`src/rtl/quad_pkg.sv`:
```
// ============================================================================
// quad_pkg : shared types, constants and the quadrature step table
// Revision : 1.0
// ============================================================================
`default_nettype none

package quad_pkg;

  localparam int SYNC_STAGES = 2;
  localparam int FILT_DEPTH  = 3;

  typedef enum logic [0:0] {
    INIT  = 1'b0,
    TRACK = 1'b1
  } state_t;

  typedef logic [1:0] phase_t;

  // Forward (up) successor of an {A,B} sample: 00 -> 01 -> 11 -> 10 -> 00
  function automatic phase_t fwd_next(input phase_t ab);
    phase_t nxt;
    case (ab)
      2'b00:   nxt = 2'b01;
      2'b01:   nxt = 2'b11;
      2'b11:   nxt = 2'b10;
      default: nxt = 2'b00;
    endcase
    return nxt;
  endfunction

endpackage

`default_nettype wire

```
`src/rtl/quad_decoder_if.sv`:
```
// ============================================================================
// quad_decoder_if : encoder phases, controls and decoded position outputs
// Revision : 1.0
// ============================================================================
`default_nettype none

interface quad_decoder_if #(
  parameter int CNT_W = 8
) ();

  logic             enable;
  logic             clear;
  logic             phase_a;
  logic             phase_b;
  logic [CNT_W-1:0] count;
  logic             up_pulse;
  logic             down_pulse;
  logic             dir;
  logic             err;

  modport master (
    output enable, clear, phase_a, phase_b,
    input  count, up_pulse, down_pulse, dir, err
  );

  modport slave (
    input  enable, clear, phase_a, phase_b,
    output count, up_pulse, down_pulse, dir, err
  );

endinterface

`default_nettype wire

```
`src/rtl/quad_phase_sync.sv`:
```
// ============================================================================
// quad_phase_sync : 2-flop synchronizer for one encoder phase, optionally
//                   followed by a 3-sample stability filter (QUAD_DECODER_FILTER_EN)
// Revision : 1.0
// ============================================================================
`default_nettype none

module quad_phase_sync
  import quad_pkg::*;
(
  input  logic clk,
  input  logic reset,
  input  logic phase_i,
  output logic phase_o
);

  logic [SYNC_STAGES-1:0] sync_q;
  logic                   w_sync;

  always_ff @(posedge clk) begin
    if (reset) begin
      sync_q <= '0;
    end else begin
      sync_q <= {sync_q[SYNC_STAGES-2:0], phase_i};
    end
  end

  assign w_sync = sync_q[SYNC_STAGES-1];

`ifdef QUAD_DECODER_FILTER_EN
  logic [FILT_DEPTH-2:0] hist_q;
  logic                  filt_q;
  logic                  filt_d;

  // Current sample plus the two held ones form the three-sample window
  always_comb begin
    filt_d = filt_q;
    if (hist_q == {(FILT_DEPTH-1){w_sync}}) begin
      filt_d = w_sync;
    end
  end

  always_ff @(posedge clk) begin
    if (reset) begin
      hist_q <= '0;
      filt_q <= 1'b0;
    end else begin
      hist_q <= {hist_q[FILT_DEPTH-3:0], w_sync};
      filt_q <= filt_d;
    end
  end

  assign phase_o = filt_d;
`else
  assign phase_o = w_sync;
`endif

endmodule

`default_nettype wire

```
`src/rtl/quad_decoder.sv`:
```
// ============================================================================
// quad_decoder : quadrature encoder decoder with wrapping position counter,
//                step strobes and sticky error; QUAD_DECODER_FILTER_EN adds filter
// Revision : 1.0
// ============================================================================
`default_nettype none

module quad_decoder
  import quad_pkg::*;
#(
  parameter int CNT_W = 8
) (
  input  logic           clk,
  input  logic           reset,
  quad_decoder_if.slave  bus
);

`ifdef QUAD_DECODER_FILTER_EN
  localparam int INIT_CYCLES = SYNC_STAGES + FILT_DEPTH - 1;
`else
  localparam int INIT_CYCLES = SYNC_STAGES;
`endif
  localparam logic [2:0] INIT_LAST = 3'(INIT_CYCLES);
  localparam logic [CNT_W-1:0] CNT_ONE = {{(CNT_W-1){1'b0}}, 1'b1};

  logic             w_a;
  logic             w_b;
  phase_t           w_ab;

  state_t           state_q, state_d;
  logic [2:0]       init_cnt_q, init_cnt_d;
  phase_t           prev_ab_q, prev_ab_d;
  logic [CNT_W-1:0] count_q, count_d;
  logic             up_q, up_d;
  logic             dn_q, dn_d;
  logic             dir_q, dir_d;
  logic             err_q, err_d;
  logic             w_step_up;
  logic             w_step_dn;
  logic             w_jump;

  quad_phase_sync u_sync_a (
    .clk     (clk),
    .reset   (reset),
    .phase_i (bus.phase_a),
    .phase_o (w_a)
  );

  quad_phase_sync u_sync_b (
    .clk     (clk),
    .reset   (reset),
    .phase_i (bus.phase_b),
    .phase_o (w_b)
  );

  assign w_ab = {w_a, w_b};

  always_comb begin
    state_d    = state_q;
    init_cnt_d = init_cnt_q;
    prev_ab_d  = prev_ab_q;
    count_d    = count_q;
    dir_d      = dir_q;
    err_d      = err_q;
    up_d       = 1'b0;
    dn_d       = 1'b0;
    w_step_up  = (w_ab == fwd_next(prev_ab_q));
    w_step_dn  = (prev_ab_q == fwd_next(w_ab));
    w_jump     = (w_ab == ~prev_ab_q);

    case (state_q)
      INIT: begin
        // Wait until the sampling pipeline holds real input before taking a reference
        if (init_cnt_q == INIT_LAST) begin
          prev_ab_d = w_ab;
          state_d   = TRACK;
        end else begin
          init_cnt_d = init_cnt_q + 3'd1;
        end
      end
      TRACK: begin
        prev_ab_d = w_ab;
        if (w_jump) begin
          err_d = 1'b1;
        end else if (bus.enable) begin
          if (w_step_up) begin
            count_d = count_q + CNT_ONE;
            dir_d   = 1'b1;
            up_d    = 1'b1;
          end else if (w_step_dn) begin
            count_d = count_q - CNT_ONE;
            dir_d   = 1'b0;
            dn_d    = 1'b1;
          end
        end
      end
      default: begin
        state_d = INIT;
      end
    endcase

    // Clear zeroes position and error but leaves this cycle's strobe and direction intact
    if (bus.clear) begin
      count_d = '0;
      err_d   = 1'b0;
    end
  end

  always_ff @(posedge clk) begin
    if (reset) begin
      state_q    <= INIT;
      init_cnt_q <= 3'd0;
      prev_ab_q  <= 2'b00;
      count_q    <= '0;
      up_q       <= 1'b0;
      dn_q       <= 1'b0;
      dir_q      <= 1'b0;
      err_q      <= 1'b0;
    end else begin
      state_q    <= state_d;
      init_cnt_q <= init_cnt_d;
      prev_ab_q  <= prev_ab_d;
      count_q    <= count_d;
      up_q       <= up_d;
      dn_q       <= dn_d;
      dir_q      <= dir_d;
      err_q      <= err_d;
    end
  end

  assign bus.count      = count_q;
  assign bus.up_pulse   = up_q;
  assign bus.down_pulse = dn_q;
  assign bus.dir        = dir_q;
  assign bus.err        = err_q;

endmodule

`default_nettype wire

```
`src/flat_wrapper.sv`:
```
// flat-port wrapper written by rule: the top's interface ports become plain ports
module quad_decoder_flat import quad_pkg::*;
#(
  parameter int CNT_W = 8
)
  (clk, reset, bus_enable, bus_clear, bus_phase_a, bus_phase_b, bus_count, bus_up_pulse, bus_down_pulse, bus_dir, bus_err);
  quad_decoder_if #(.CNT_W(CNT_W)) bus_i ();
  input  logic clk;
  input  logic reset;
  input wire logic [$bits(bus_i.enable)-1:0] bus_enable;
  input wire logic [$bits(bus_i.clear)-1:0] bus_clear;
  input wire logic [$bits(bus_i.phase_a)-1:0] bus_phase_a;
  input wire logic [$bits(bus_i.phase_b)-1:0] bus_phase_b;
  output wire logic [$bits(bus_i.count)-1:0] bus_count;
  output wire logic [$bits(bus_i.up_pulse)-1:0] bus_up_pulse;
  output wire logic [$bits(bus_i.down_pulse)-1:0] bus_down_pulse;
  output wire logic [$bits(bus_i.dir)-1:0] bus_dir;
  output wire logic [$bits(bus_i.err)-1:0] bus_err;
  assign bus_i.enable = bus_enable;
  assign bus_i.clear = bus_clear;
  assign bus_i.phase_a = bus_phase_a;
  assign bus_i.phase_b = bus_phase_b;
  assign bus_count = bus_i.count;
  assign bus_up_pulse = bus_i.up_pulse;
  assign bus_down_pulse = bus_i.down_pulse;
  assign bus_dir = bus_i.dir;
  assign bus_err = bus_i.err;
  quad_decoder #(.CNT_W(CNT_W)) u_core (.clk(clk), .reset(reset), .bus(bus_i));
endmodule
```
`config.mk`:
```
export PLATFORM = sky130hd
export DESIGN_NAME = quad_decoder_flat
export DESIGN_NICKNAME = d
export VERILOG_FILES = /design/src/rtl/quad_pkg.sv /design/src/rtl/quad_decoder_if.sv /design/src/rtl/quad_phase_sync.sv /design/src/rtl/quad_decoder.sv /design/src/flat_wrapper.sv
export SDC_FILE = /design/constraint.sdc
export NUM_CORES = 1
export LEC_CHECK = 0
export ABC_AREA = 1
export CAP_MARGIN = 10
export CORE_MARGIN = 2
export CORE_UTILIZATION = 55
export CTS_BUF_LIST = sky130_fd_sc_hd__clkbuf_4
export DETAILED_ROUTE_END_ITERATION = 7
export PLACE_DENSITY = 0.81
export REMOVE_ABC_BUFFERS = 1
export SLEW_MARGIN = 15
export SYNTH_ARGS = -nofsm -noshare
export SYNTH_HDL_FRONTEND = slang
export SYNTH_SLANG_ARGS = --single-unit
```
`constraint.sdc`:
```
create_clock -name clk -period 3.75 [get_ports clk]
set_clock_uncertainty 0.1 [all_clocks]
set_input_delay 0.75 -clock clk [delete_from_list [all_inputs] [get_ports clk]]
set_output_delay 0.75 -clock clk [all_outputs]
set_load 0.1 [all_outputs]
```
==> results of run 1 <==
-- through the flow --
step	hold slack [ns]	util, %	area [um^2]
3_5_place_dp	0.301	66.7	1480
3_3_place_gp	0.294	66.7	1480
5_1_grt	0.336	69.1	1530
2_1_floorplan	0.288	-	1270
6_report	0.315	69.1	1530
4_1_cts	0.319	69.1	1530
-- cells by family after synthesis --
family                   count (synthesis)
AND/OR/NAND/NOR                         93
buffers and inverters                   32
AO/OA/AOI/OAI                           22
flip-flops                              22
adder cells (fa/ha/maj)                 11
XOR/XNOR                                 4
-- final timing paths --
check,start,cells past startpoint,slack [ns],end
worst min register to register,u_core.u_sync_b.sync_q[0],2,0.32,u_core.u_sync_b.sync_q[1]
worst min-delay path,u_core.u_sync_b.sync_q[0],2,0.32,u_core.u_sync_b.sync_q[1]
worst max register to register,u_core.u_sync_b.sync_q[1],10,1.59,u_core.bus.count[3]
worst max-delay path,u_core.bus.count[0],1,0.97,bus_count[0]
-- metal layers --
| layer | wire length, um | up-vias | GRT usage, % |
|---|---|---|---|
| li1 | - | 607 | - |
| met1 | 1250 | 498 | 29.7 |
| met2 | 1140 | 22 | 33.5 |
| met3 | 92 | 5 | 2.86 |
| met4 | 42 | 0 | 7.69 |
| met5 | 0 | - | 0 |
-- registers in the layout, summed over array words and instances (netlist names) --
signal	cells
u_core.bus.up_pulse	1
u_core.bus.dir	1
u_core.state_q	1
u_core.bus.err	1
u_core.bus.count	8
u_core.u_sync_a.sync_q	2
u_core.prev_ab_q	2
u_core.bus.down_pulse	1
u_core.u_sync_b.sync_q	2
u_core.init_cnt_q	3
-- where the power goes --
part           switching (W)  leakage, nW  total (W)  internal [W]
clock network      0.0000784       0.0279   0.000187      0.000108
registers          0.0000229        0.179   0.000286      0.000263
logic               0.000235        0.520   0.000352      0.000117
-- layout make-up --
type                    instances  area, um^2  area share [%]
well taps                      28        35.0            2.29
repair buffers                 17         170            11.1
multi-input cells             130         709            46.4
inverters                      31         121            7.94
clock inverters                 1        30.0            1.96
clock buffers                   3        22.5            1.47
flip-flops and latches         22         440            28.8
-- cell usage in the layout (no fill, tap or decap), types with 2 or more instances in the layout --
cell type | Yosys | layout
inv_1 | 28 | 28
nor2_1 | 20 | 20
clkbuf_4 | 0 | 3
nand2_4 | 2 | 2
clkdlybuf4s50_1 | 0 | 17
xor2_1 | 3 | 3
inv_2 | 2 | 2
o21ai_0 | 7 | 7
dfxtp_1 | 22 | 22
a21oi_1 | 12 | 12
nand2_2 | 4 | 4
nand3_1 | 8 | 8
nand2_1 | 54 | 54
ha_1 | 10 | 10
nand4_1 | 2 | 2
==> out/summary.txt, run 1 <==
Post-CTS sizing: 0
Post-Place Cells: 228
Routed WL: 2530 um
Actual slew at the worst max-slew pin: 0.980 ns
Row count: 17
WL/cell: 10.9 um
Register area share after synthesis: 34.5%
Top-area cell type share of the netlist area: 34.5%
IO Port Bufs: 17
CTS Buf Count: 3
DRT iter0 DRCs: 36
Peak supply drop: 0.328 mV
Multiplexer area fraction after synthesis: 0%
Htree depth: 1
Crit path buffers/inverters: 1
Synth Area per Inst: 6.94 um^2
Cell area power density: 539 nW/um^2
Setup TNS: 0 ns
Final Non-Filler Cells: 232
Period utilization: 74.0%
Largest net degree at the start of global routing: 14
Die width: 52.2 um
Antenna Cells: 0
Synth Area in Compound Gates: 9.22%
P_leak: 0.728 nW
Post-route ant nets: 0
FILL cells: 186
Drt via density: 4.88
Clock Tree Buf Depth: 2
Slowest stage delay, CP: 1.17 ns
Post-layout power: 0.000825 W
RSZ-0062 raised after global routing: no
Post-synthesis cell type count: 23
Die height: 52.2 um
RePlAce Congestion: 0.875
Synthesized cell area: 1280 um^2
Commonest cells in the synthesized netlist: 54 x nand2_1, 28 x inv_1, 22 x dfxtp_1
WS Path Type: register to output port
Predominant post-synthesis flop cell: dfxtp_1
Initial antenna violation count: 0
Critical path, cell by cell: clkdlybuf4s50_1
Synth async-reset ratio: 0%
Crit path max-delay family: buffers and inverters
Worst EP arrival: 1.93 ns
Synth Area in Adders: 11.4%
First-pass iteration count of the detailed router: 4
Vias: 1,132
Top-count cell post-synth: nand2_1
Final setup fails: 0
Congestion Overflow GR: 0
# nets final: 222
Post-CTS setup buffers: 0
Hold-fix buffers, CTS: 0
Synth top area cells: dfxtp_1 35%, nand2_1 16%, ha_1 9.8%, inv_1 8.2%, nor2_1 5.9%
Core area: 2210 um^2
Clk root buf: clkbuf_4
Peak Freq: 360 MHz
Leading area contributor after synthesis: dfxtp_1
Number of remaining DRC errors: 0
Crit. End Element: output port
Setup ws final: 0.974 ns
Max-slew headroom: 34.5%
Max Cap Viol: 0
Pre-CTS setup slack: 1.34 ns
GRT Total Usage: 21.2%
CTS tree: yes
Startpoint types: register
Main combinational cell family by area after synthesis: simple AND/OR/NAND/NOR gates
Die ar.: 2720 um^2
XOR/XNOR share of the synthesized area: 2.75%
CP max-delay cell: clkdlybuf4s50_1
Clk sink count: 22
Hpwl dp: 1970 um
Slew Limit Fails: 0
Min-Delay Path Class: register to register
Number of synthesized flops with an enable pin: 0
Crit path time final: 2.78 ns
# IOs: 18
Critical Path RT: 2.90 ns
Clk_lat worst skew: 0.32 ns
Critical path fanouts, max: 4
Outcome: finished, final reports clean
Post-synthesis simple-gate area fraction: 32.3%
Hold Violations, Final: 0
Post-synthesis register bit count: 22
Synth Instances: 184
Vias in the first global route: 1,012
Layout cells sized above 1: 7.84%
Starting Density: 57.7%
First-pass GRT wire length: 4290 um
Worst-path clk slew: 0.13 ns
Yosys warns: 0
Area Overhead vs Synth: 19.8%
Note: power is estimated with default switching activity, not from simulation.
==> run 2: changes to the inputs <==
==> constraint.sdc (replaced) <==
create_clock -name clk -period 2.6 [get_ports clk]
set_clock_uncertainty 0.1 [all_clocks]
set_input_delay 0.52 -clock clk [delete_from_list [all_inputs] [get_ports clk]]
set_output_delay 0.52 -clock clk [all_outputs]
set_load 0.1 [all_outputs]
==> run 2 against run 1 <==
Effect of this change:
- power up 43%
- clock power rose by 35%
- critical path depth rose by 9
- worst setup slack worse by 0.47 ns
- sequential share of layout area grew 0.58 points
- via count grew 1.6%
- cell count stayed put
- cell area down 2.0%
- worst hold slack worse by 0.0069 ns
- first-iteration DRC count decreased by 36%
- critical endpoint is now u_core.bus.count[3]
==> out/summary.txt, run 2 (synthesis gave the netlist of run 1 again) <==
Area of the multi-input gates: 709 um^2 (unchanged)
Largest net degree at the start of global routing: 14 (unchanged)
Reg area: 440 um^2 (unchanged)
Actual slew at the worst max-slew pin: 0.491 ns (-0.488 ns)
Worst hold path depth: 2 (unchanged)
WL/cell: 10.7 um (-1.9%)
Critical Path RT: 2.74 ns (-0.16 ns)
Startpoint types: register
Outcome: finished, final reports clean
Slew Limit Fails: 0 (unchanged)
Congestion Overflow GR: 0 (unchanged)
Min-Delay Path Class: register to register
IO Port Bufs: 17 (unchanged)
Peak Freq: 476 MHz
Post-CTS sizing: 0 (unchanged)
Post-route cell area: 1500 um^2 (-2.0%)
Vias: 1,150 (+1.6%)
CTS Buf Count: 3 (unchanged)
Post-CTS setup buffers: 0 (unchanged)
Critical path fanouts, max: 13 (+9)
Hold Violations, Final: 0 (unchanged)
Number of remaining DRC errors: 0 (unchanged)
Crit. End Element: register
Setup crit start: u_core.prev_ab_q[1]
RSZ-0062 raised after global routing: no
Final setup fails: 0 (unchanged)
Setup slack, reg-to-reg: 0.50 ns (-1.09 ns)
Worst R2R Path Depth: 10 (unchanged)
Htree depth: 1 (unchanged)
Largest register FFs: 8 (unchanged)
Period utilization: 80.8%
Die ar.: 2720 um^2 (unchanged)
WS Path Type: register to register
Die width: 52.2 um (unchanged)
Setup TNS: 0 ns (unchanged)
Cell area power density: 785 nW/um^2 (+46%)
Clk root buf: clkbuf_4
GRT Total Usage: 21.0% (-0.26 points)
Initial antenna violation count: 0 (unchanged)
FILL cells: 205 (+10%)
Clock Tree Buf Depth: 2 (unchanged)
Max Cap Viol: 0 (unchanged)
Hpwl dp: 1970 um (+0.23%)
First-pass iteration count of the detailed router: 4 (unchanged)
Final Non-Filler Cells: 232 (unchanged)
Drt via density: 4.96 (+1.6%)
CTS tree: yes
Layout cells sized above 1: 13.7% (+5.9 points)
Most frequent cells in the layout: 54 x nand2_1, 28 x inv_1, 22 x dfxtp_1
Core area: 2210 um^2 (unchanged)
Antenna Cells: 0 (unchanged)
Clk_lat worst skew: 0.30 ns (-0.02 ns)
RePlAce Congestion: 0.879 (+0.45%)
Area Overhead vs Synth: 17.5%
Hold-fix buffers, CTS: 0 (unchanged)
Worst EP arrival: 2.24 ns (+0.31 ns)
RR Startpoint: u_core.prev_ab_q[1]
Max-slew headroom: 67.1% (+33 points)
Commonest non-fill, non-tap cell in the layout: nand2_1
# IOs: 18 (unchanged)
Crit path time final: 2.10 ns
Critical R2R Capture: u_core.bus.count[3]
Die height: 52.2 um (unchanged)
First-pass GRT wire length: 4320 um (+0.65%)
Row count: 17 (unchanged)
Clk sink count: 22 (unchanged)
Post-route ant nets: 0 (unchanged)
Area after DPL: 1450 um^2 (-2.0%)
Vias in the first global route: 1,061 (+4.8%)
DRT iter0 DRCs: 23 (-36%)
Post-Place Cells: 228 (unchanged)
Crit path to: u_core.bus.count[3]
Starting Density: 57.7% (unchanged)
P_leak: 0.752 nW (+3.4%)
Peak supply drop: 0.683 mV (+110%)
# nets final: 222 (unchanged)
Fin Hold WS: 0.309 ns (-0.00690 ns)
Routed WL: 2480 um (-1.9%)
Worst-path clk slew: 0.12 ns (about the same)
## run 2: how the worst min path moves through the flow
stage	startpoint	endpoint	slack, ns
3_5_place_dp	u_core.u_sync_a.sync_q[0]	u_core.u_sync_a.sync_q[1]	0.30
4_1_cts	u_core.u_sync_a.sync_q[0]	u_core.u_sync_a.sync_q[1]	0.32
3_3_place_gp	u_core.u_sync_a.sync_q[0]	u_core.u_sync_a.sync_q[1]	0.29
2_1_floorplan	u_core.u_sync_a.sync_q[0]	u_core.u_sync_a.sync_q[1]	0.29
5_1_grt	u_core.u_sync_a.sync_q[0]	u_core.u_sync_a.sync_q[1]	0.34
6_report	u_core.u_sync_a.sync_q[0]	u_core.u_sync_a.sync_q[1]	0.31
## run 2: worst max-delay path, cell delays in order, from the launching register on
cell and delay, ns:
dfxtp_1 0.41, inv_1 0.10, nand2_1 0.09, nand2_2 0.09, nand2_4 0.17, ha_1 0.31
or2_2 0.33, nand2_1 0.10, xnor2_1 0.14, nand2_2 0.08, a21oi_2 0.11
## run 2: layout make-up
type                            count  share of cell area (%)
Timing Repair Buffer               17                    9.35
Multi-Input combinational cell    130                    47.3
Tap cell                           28                    2.34
Inverter                           31                    8.10
Clock inverter                      1                    2.00
Sequential cell                    22                    29.4
Clock buffer                        3                    1.50
## run 2: routing by layer
layer  wire length (um)  global-route usage [%]
met1               1170                    26.0
met2               1160                    36.5
met3                130                    4.86
met4                 17                    5.56
met5                  0                       0
## run 2: report_power, final
group	switching, W	internal, W
logic	0.000343	0.000167
registers	0.0000344	0.000379
clock network	0.0000975	0.000156
## run 2: per-stage QoR
step | worst slack [ns] | total power, W | utilization [%]
after global routing | 0.335 | 0.00127 | 67.8
after floorplan | 0.386 | 0.000826 | -
after CTS | 0.501 | 0.00118 | 67.8
final | 0.500 | 0.00118 | 67.8
after detailed placement | 0.452 | 0.000924 | 65.4
after global placement | 0.454 | 0.000902 | 65.4
